===== src/rtl/mac_dot_ctrl.sv =====
// rtl/mac_dot_ctrl.sv - dot-product sequencer driving an external 8x8->16 MAC unit
module mac_dot_ctrl #(
    parameter int LEN_W = 8
) (
    input  logic             clk,
    input  logic             rst,
    input  logic             start,
    input  logic [LEN_W-1:0] len,
    output logic             busy,
    input  logic             in_valid,
    output logic             in_ready,
    input  logic [7:0]       in_a,
    input  logic [7:0]       in_b,
    output logic             res_valid,
    input  logic             res_ready,
    output logic [15:0]      res_data,
    output logic             mac_en,
    output logic [7:0]       mac_a,
    output logic [7:0]       mac_b,
    input  logic [15:0]      mac_c
);

    localparam logic [1:0] ST_IDLE = 2'd0;
    localparam logic [1:0] ST_RUN  = 2'd1;
    localparam logic [1:0] ST_CAPT = 2'd2;
    localparam logic [1:0] ST_DONE = 2'd3;

    logic [1:0]       state;
    logic [1:0]       state_nxt;
    logic [LEN_W-1:0] cnt;
    logic             beat;
    logic             last_beat;
    logic             res_take;
    logic             cmd_go;
    logic             cmd_empty;

    // Handshake qualifiers shared by the FSM and the datapath registers.
    assign beat      = in_valid & in_ready;
    assign last_beat = beat && (cnt == LEN_W'(1));
    assign res_take  = res_valid & res_ready;
    assign cmd_go    = (state == ST_IDLE) && start && (len != '0);
    assign cmd_empty = (state == ST_IDLE) && start && (len == '0);

    // Next-state decode; start is only looked at in IDLE so it never queues.
    always_comb begin
        state_nxt = state;
        case (state)
            ST_IDLE: begin
                if (cmd_go) begin
                    state_nxt = ST_RUN;
                end else if (cmd_empty) begin
                    state_nxt = ST_DONE;
                end
            end
            ST_RUN: begin
                if (last_beat) begin
                    state_nxt = ST_CAPT;
                end
            end
            ST_CAPT: begin
                state_nxt = ST_DONE;
            end
            ST_DONE: begin
                if (res_take) begin
                    state_nxt = ST_IDLE;
                end
            end
            default: begin
                state_nxt = ST_IDLE;
            end
        endcase
    end

    // State register.
    always_ff @(posedge clk) begin
        if (rst) begin
            state <= ST_IDLE;
        end else begin
            state <= state_nxt;
        end
    end

    // Remaining-beat counter: loaded with the command length, one down per beat.
    always_ff @(posedge clk) begin
        if (rst) begin
            cnt <= '0;
        end else if (cmd_go) begin
            cnt <= len;
        end else if (beat) begin
            cnt <= cnt - LEN_W'(1);
        end
    end

    // Result register: the MAC output is final during CAPT; empty commands yield 0.
    always_ff @(posedge clk) begin
        if (rst) begin
            res_data <= 16'd0;
        end else if (cmd_empty) begin
            res_data <= 16'd0;
        end else if (state == ST_CAPT) begin
            res_data <= mac_c;
        end
    end

    // Result valid rises on the first DONE cycle and drops on the consuming handshake.
    always_ff @(posedge clk) begin
        if (rst) begin
            res_valid <= 1'b0;
        end else if (state == ST_DONE) begin
            res_valid <= !res_take;
        end else begin
            res_valid <= 1'b0;
        end
    end

    // Status and operand-side handshake.
    assign busy     = (state != ST_IDLE);
    assign in_ready = (state == ST_RUN);

    // MAC drive: IDLE loads a zero product (clears the accumulator), every other
    // state accumulates, and anything but an accepted beat contributes zero.
    assign mac_en = (state != ST_IDLE);
    assign mac_a  = beat ? in_a : 8'd0;
    assign mac_b  = beat ? in_b : 8'd0;

endmodule


===== config.mk =====
export PLATFORM = sky130hd
export DESIGN_NAME = mac_dot_ctrl
export DESIGN_NICKNAME = d
export VERILOG_FILES = /design/src/rtl/mac_dot_ctrl.sv
export SDC_FILE = /design/constraint.sdc
export NUM_CORES = 1
export LEC_CHECK = 0
export CORE_ASPECT_RATIO = 1.25
export CORE_MARGIN = 4
export CORE_UTILIZATION = 31
export CTS_BUF_LIST = sky130_fd_sc_hd__clkbuf_4 sky130_fd_sc_hd__clkbuf_8
export DETAILED_ROUTE_END_ITERATION = 7
export DONT_BUFFER_PORTS = 1
export SETUP_SLACK_MARGIN = 0.02
export SLEW_MARGIN = 20
export SYNTH_ARGS = -nofsm -noshare
export SYNTH_HDL_FRONTEND = slang
export SYNTH_SLANG_ARGS = --single-unit

===== constraint.sdc =====
create_clock -name clk -period 2.25 [get_ports clk]
set_clock_uncertainty 0.1 [all_clocks]
set_input_delay 0.45 -clock clk [delete_from_list [all_inputs] [get_ports clk]]
set_output_delay 0.45 -clock clk [all_outputs]
set_load 0.05 [all_outputs]

==> out/summary.txt, run 1 <==
========================================================================================
Highest ir drop seen on vdd                                                     0.516 mV
Fraction of synthesis flops using an asynchronous set or reset pin                    0%
Instance area at placement                                                      1560 µm²
Share of final-layout standard cells stronger than drive strength 1                20.9%
Overall track demand over capacity in global routing                               11.0%
Number of max-capacitance violations reported                                          0
Slew headroom                                                                      65.6%
Wire length per cell after detailed routing                                      14.5 µm
Number of library cell types mapped by synthesis                                      33
Post-detailed-placement half-perimeter wirelength                                2.60 mm
Final instance area                                                             1610 µm²
Leakage power total                                                             0.661 nW
Drt first pass iters                                                                   2
Reg2reg end                                                                       cnt[5]
Launch instance of the worst min-delay path                                          rst
Maximum number of buffers from clock root to sink                                      2
Hold violation count in the final report                                               0
Synthesis warning total                                                                0
Main synth FF type                                                               dfxtp_1
Element type at the critical path end                                       primary output
Share of the core filled with cells in the final layout                            36.4%
Netlist area before placement                                                   1430 µm²
Setup slack, reg-to-reg                                                          0.29 ns
Crit path DAT                                                                    1.56 ns
Hold path depth                                                                        1
Final-report max-slew violation count                                                  0
Storage element area                                                             541 µm²
Clock Root Buffer                                                               clkbuf_8
# fillers                                                                            452
Worst-path clk slew                                                              0.09 ns
Clock net sink count                                                                  27
Setup tns final                                                                     0 ns
Sort of element at the start of the critical path                                   flop
Leading cell types in the layout, fill and taps excluded                    nor2_1, dfxtp_1, mux2i_1, buf_4, and3_2
Register-to-Register Path Depth                                                        6
Source-to-sink clock delay at the later pin of the worst-skew pair               0.26 ns
Flop and latch count out of synthesis                                                 27
Worst r2r src                                                                   state[1]
Effective utilization at floorplan                                                 32.2%
Number of global-route vias before repair                                           1111
Antenna Nets Post-Route                                                                0
Min-Delay Endpoint                                                              state[0]
Synthesized netlist net count                                                        209
DR vias/cell                                                                        5.06
Number of enable flip-flop cells after synthesis                                       0
Final Routed Wirelength                                                          3.21 mm
Final worst path period need                                                     2.11 ns
Overall via count from detail_route                                                 1119
Worst Tran Pin Value                                                            0.515 ns
Power density relative to cell area                                          1310 nW/µm²
Net count reported at finish                                                         216
Clock buffer count from CTS                                                            3
Portion of the clock cycle consumed by the worst path in the final layout          93.7%
Required time reported for the critical path endpoint                            1.70 ns
Unrepaired setup endpoints after global routing                                       no
Number of DRC violations after detailed-routing iteration 0                           44
Area of combinational cells with multiple inputs                                 822 µm²
Outcome                                                                        completed
Final std cells w/o fill                                                             221
Cts hold-fix bufs                                                                      0
X dimension of the die                                                           68.7 µm
Number of cell rows                                                                   27
Antenna diode count                                                                    0
Finish-stage setup viols                                                               0
Initial antenna violation count                                                        0
CP Class                                                                    flop to primary output
Number of H-tree levels                                                                1
Sequential-to-total area share from yosys stat                                     37.9%
HP Class                                                                    input port to flop
Overall die height                                                               83.8 µm
Cell Count Post-Placement                                                            217
Number of placed I/O pins                                                             81
Average cell area after synthesis                                               9.09 µm²
Clock tree from TritonCTS                                                           done
Wire length of the first global-routing pass                                     4.93 mm
Area growth syn-to-layout                                                          13.1%
Port buffer count                                                                      0
Area of the core                                                                4430 µm²
Aggregate global routing overflow                                                      0
GP Congestion                                                                      0.789
Worst Path Max Fanout                                                                 22
Achievable clock frequency                                                       474 MHz
Post-route worst hold slack                                                     0.144 ns
DRC viols                                                                              0
Largest net degree at the start of global routing                                     23
Synthesized netlist cell count                                                       157
Die Area                                                                        5760 µm²
========================================================================================
-- worst max-delay path, stage by stage, from the launching register on --
cell	delay [ns]
dfxtp_1	0.34
inv_1	0.13
ha_2	0.23
buf_8	0.20
and3_1	0.19
buf_4	0.20
-- report_power, final --
group | leakage (nW) | switching [mW] | internal, mW
clock | 0.0255 | 0.144 | 0.124
combinational | 0.415 | 0.634 | 0.364
sequential | 0.221 | 0.253 | 0.587
total | 0.661 | 1.03 | 1.07
-- through the flow --
stage	total power, mW	setup WS (ns)
after global placement	1.82	0.311
after global routing	2.24	0.0148
after detailed placement	1.84	0.290
final	2.11	0.142
after CTS	2.11	0.0303
after floorplan	1.68	0.0603
-- cell usage after synthesis, drive strengths merged (2+ instances only) --
library cell	instances	area (µm²)
nand3	5	25.0
a211oi	4	30.0
or4	3	26.3
clkbuf	5	18.8
and3	16	100
a311oi	3	26.3
ha	7	87.6
nand2b	3	18.8
o21ai	2	10.0
nor2	27	101
inv	9	33.8
a21oi	2	10.0
buf	5	26.3
nand2	4	15.0
xnor2	4	35.0
nor4	3	18.8
mux2i	16	160
dfxtp	27	541
-- timing repair --
action	in CTS	in global routing
resized for setup	0	2
hold endpoints to repair	0	0
endpoints found under the setup margin	0	16
setup buffers	0	0
-- worst max-delay path by stage --
stage              from        to  slack, ns  cells after the start
3_5_place_dp     len[4]    cnt[1]       0.29                      5
3_3_place_gp     len[4]    cnt[1]       0.31                      5
4_1_cts        state[1]  mac_a[0]       0.03                      5
2_1_floorplan  state[1]  mac_a[4]       0.06                      5
5_1_grt        state[1]  mac_a[0]       0.01                      5
6_report       state[1]  mac_a[0]       0.14                      5
-- per-layer routing --
metal | wire, µm | GRT usage [%]
met2 | 1590 | 19.5
met1 | 1220 | 12.2
met4 | 29 | 3.80
met3 | 371 | 2.56
met5 | 0 | 0
-- cells by family after synthesis --
family	count (synthesis)	share of synthesized area, %
AOI/OAI and AO/OA	21	14.1
xor gates and xnor gates	4	2.46
adders and majority gates	7	6.14
buffers and inverters	19	5.53
DFF	27	37.9
muxes	16	11.2
and+or+nand+nor	63	22.6
-- final cells by class --
| cell class | instances | area share [%] |
|---|---|---|
| Multi-Input combinational cell | 111 | 51.0 |
| Sequential cell | 27 | 33.5 |
| Timing Repair Buffer | 12 | 6.05 |
| Tap cell | 58 | 4.50 |
| Clock buffer | 3 | 2.56 |
| Inverter | 9 | 2.09 |
| Clock inverter | 1 | 0.310 |
-- state kept, by name (all words and copies together) (netlist names) --
signal     flops
cnt            8
res_data      16
res_valid      1
state          2
(Power assumes the default switching activity.)
==> inputs of run 2 (changes only) <==
--- a/config.mk
+++ b/config.mk
@@ -11,6 +11,7 @@
 export CTS_BUF_LIST = sky130_fd_sc_hd__clkbuf_4 sky130_fd_sc_hd__clkbuf_8
 export DETAILED_ROUTE_END_ITERATION = 7
 export DONT_BUFFER_PORTS = 1
+export GPL_TIMING_DRIVEN = 0
 export SETUP_SLACK_MARGIN = 0.02
 export SLEW_MARGIN = 20
 export SYNTH_ARGS = -nofsm -noshare
==> run 2 against run 1 <==
Effect of this change: routed wire length is 5.0% higher; final area increased by 3.3%; largest cell class unchanged; clock power increased by 3%; sequential power rose by 1%; critical path depth stayed put; critical endpoint is now mac_a[5]; highest routed layer unchanged.
==> out/summary.txt, run 2 (same netlist as run 1, synthesis figures left out) <==
========================================================================================
Area growth syn-to-layout                                                          16.8%
Final critical-path setup slack                                                 0.115 ns   -0.0265 ns
Element type at the critical path end                                       primary output
Clock buffer count from CTS                                                            3   unchanged
Port buffer count                                                                      0   unchanged
Number of global-route vias before repair                                           1103   -0.72%
Overall via count from detail_route                                                 1158   +3.5%
DR vias/cell                                                                        5.22   +3.0%
Number of max-capacitance violations reported                                          0   unchanged
Share of the core filled with cells in the final layout                            37.7%   +1.2 points
Hold violation count in the final report                                               0   unchanged
Largest Register                                                                res_data
Number of DRC violations after detailed-routing iteration 0                           36   -18%
Area of the core                                                                4430 µm²   unchanged
Maximum number of buffers from clock root to sink                                      2   unchanged
Worst r2r src                                                                   state[1]
Overall track demand over capacity in global routing                               11.5%   +0.48 points
Final std cells w/o fill                                                             222   +0.45%
Leading cell types in the layout, fill and taps excluded                    nor2_1, dfxtp_1, mux2i_1, and3_4, inv_1
GP Congestion                                                                      0.745   -5.7%
Clock tree from TritonCTS                                                           done
Launch instance of the worst min-delay path                                     mac_c[4]
Drt first pass iters                                                                   4   +2
Setup slack, reg-to-reg                                                          0.15 ns   -0.14 ns
Critical path startpoint                                                        state[1]
Achievable clock frequency                                                       468 MHz   -1.2%
Final worst path period need                                                     2.13 ns   +0.0265 ns
Power density relative to cell area                                          1330 nW/µm²   +1.6%
Worst-case setup slack after placement                                         -0.154 ns   -0.444 ns
Worst Path Max Fanout                                                                 10   -55%
Outcome                                                                        completed
Number of cell rows                                                                   27   unchanged
Required time reported for the critical path endpoint                            1.70 ns   about the same
Portion of the clock cycle consumed by the worst path in the final layout          94.9%   +1.2 points
Register-to-Register Path Depth                                                        6   unchanged
Cts hold-fix bufs                                                                      0   unchanged
Highest ir drop seen on vdd                                                     0.453 mV   -12%
Initial antenna violation count                                                        0   unchanged
Source-to-sink clock delay at the later pin of the worst-skew pair               0.27 ns   about the same
Hold path depth                                                                        2   +1
Cell Count Post-Placement                                                            215   -0.92%
X dimension of the die                                                           68.7 µm   unchanged
DRC viols                                                                              0   unchanged
Crit path DAT                                                                    1.58 ns   +0.02 ns
Finish-stage setup viols                                                               0   unchanged
Overall die height                                                               83.8 µm   unchanged
CP Class                                                                    flop to primary output
Antenna diode count                                                                    0   unchanged
Die Area                                                                        5760 µm²   unchanged
Leakage power total                                                             0.626 nW   -5.3%
Unrepaired setup endpoints after global routing                                       no
Clock net sink count                                                                  27   unchanged
Min-Delay Endpoint                                                           res_data[4]
Post-detailed-placement half-perimeter wirelength                                2.69 mm   +3.2%
Largest net degree at the start of global routing                                     16   -30%
Worst Tran Pin Value                                                            0.633 ns   +0.118 ns
Sort of element at the start of the critical path                                   flop
Number of H-tree levels                                                                1   unchanged
Reg2reg end                                                                       cnt[5]
Number of placed I/O pins                                                             81   unchanged
Wire length of the first global-routing pass                                     5.02 mm   +1.7%
Registers with the most flip-flops                                          res_data x16, cnt x8, state x2
Net count reported at finish                                                         217   +0.46%
Slew headroom                                                                      57.8%   -7.8 points
Clock Root Buffer                                                               clkbuf_8
Worst-path clk slew                                                              0.09 ns   about the same
Commonest non-fill, non-tap cell in the layout                                    nor2_1
Effective utilization at floorplan                                                 32.2%   unchanged
Antenna Nets Post-Route                                                                0   unchanged
Share of final-layout standard cells stronger than drive strength 1                25.0%   +4.1 points
Final Routed Wirelength                                                          3.38 mm   +5.0%
Largest register FFs                                                                  16   unchanged
HP Class                                                                    input port to flop
Aggregate global routing overflow                                                      0   unchanged
Final-report max-slew violation count                                                  0   unchanged
Wire length per cell after detailed routing                                      15.2 µm   +4.6%
========================================================================================
run 2: cell types whose count changed in the layout (fill, tap and decap cells not counted), moves of 2 or more:
cell / before / now
clkbuf_1: 0 / 3
buf_2: 0 / 3
and3_1: 6 / 0
and3_2: 10 / 6
inv_1: 9 / 7
and3_4: 0 / 10
buf_4: 11 / 3
run 2: per-layer routing:
layer	global-route usage, %	share of wire (%)
met1	12.6	37
met5	0	0
met3	3.50	12
met4	4.34	1.1
met2	19.8	50
run 2: critical path, cell delays in order (launching register included):
cell and delay, ns:
dfxtp_1 0.34, inv_2 0.10, ha_4 0.30, buf_8 0.14, clkbuf_8 0.14, and3_4 0.28
run 2: timing repair:
action,4_1_cts,5_1_grt
setup buffers,2,0
pin swaps,3,3
resized for setup,23,5
setup endpoints to repair,19,14
cloned,1,0
run 2: cell type report:
cell class	instances	area (µm²)
buffer	10	66.3
clock inverter	1	5.00
multi-input combinational	111	880
tap	58	72.6
inverter	9	37.5
fill	455	2760
sequential	27	542
timing repair buffer	3	22.5
clock buffer	3	41.3
run 2: how the worst max path moves through the flow:
stage | slack (ns) | to | cells after the start
after floorplan | 0.06 | mac_a[4] | 5
after global placement | -0.12 | mac_a[6] | 5
after detailed placement | -0.15 | mac_a[5] | 5
after CTS | 0.03 | mac_a[0] | 4
after global routing | 0.03 | mac_b[6] | 5
final | 0.12 | mac_a[5] | 5
run 2: power breakdown:
part / internal [mW] / leakage, nW / switching, mW
combinational: 0.423 / 0.380 / 0.662
clock: 0.124 / 0.0255 / 0.151
sequential: 0.589 / 0.221 / 0.262
total: 1.14 / 0.626 / 1.08
run 2: through the flow:
| step | hold WS, ns | total power [mW] | cell area, µm² | setup TNS, ns |
|---|---|---|---|---|
| after global placement | 0.382 | 1.81 | 1510 | -1.27 |
| final | 0.229 | 2.21 | 1670 | 0 |
| after floorplan | 0.361 | 1.68 | 1440 | 0 |
| after global routing | 0.216 | 2.35 | 1670 | 0 |
| after detailed placement | 0.396 | 1.82 | 1510 | -1.69 |
| after CTS | 0.221 | 2.22 | 1660 | 0 |
==> inputs of run 3 (changes only) <==
--- a/config.mk
+++ b/config.mk
@@ -9,6 +9,7 @@
 export CORE_MARGIN = 4
 export CORE_UTILIZATION = 31
 export CTS_BUF_LIST = sky130_fd_sc_hd__clkbuf_4 sky130_fd_sc_hd__clkbuf_8
+export CTS_CLUSTER_DIAMETER = 150
 export DETAILED_ROUTE_END_ITERATION = 7
 export DONT_BUFFER_PORTS = 1
 export GPL_TIMING_DRIVEN = 0
==> results of run 3 <==
Same layout as run 2: the final DEF is identical, and so are final timing and power.
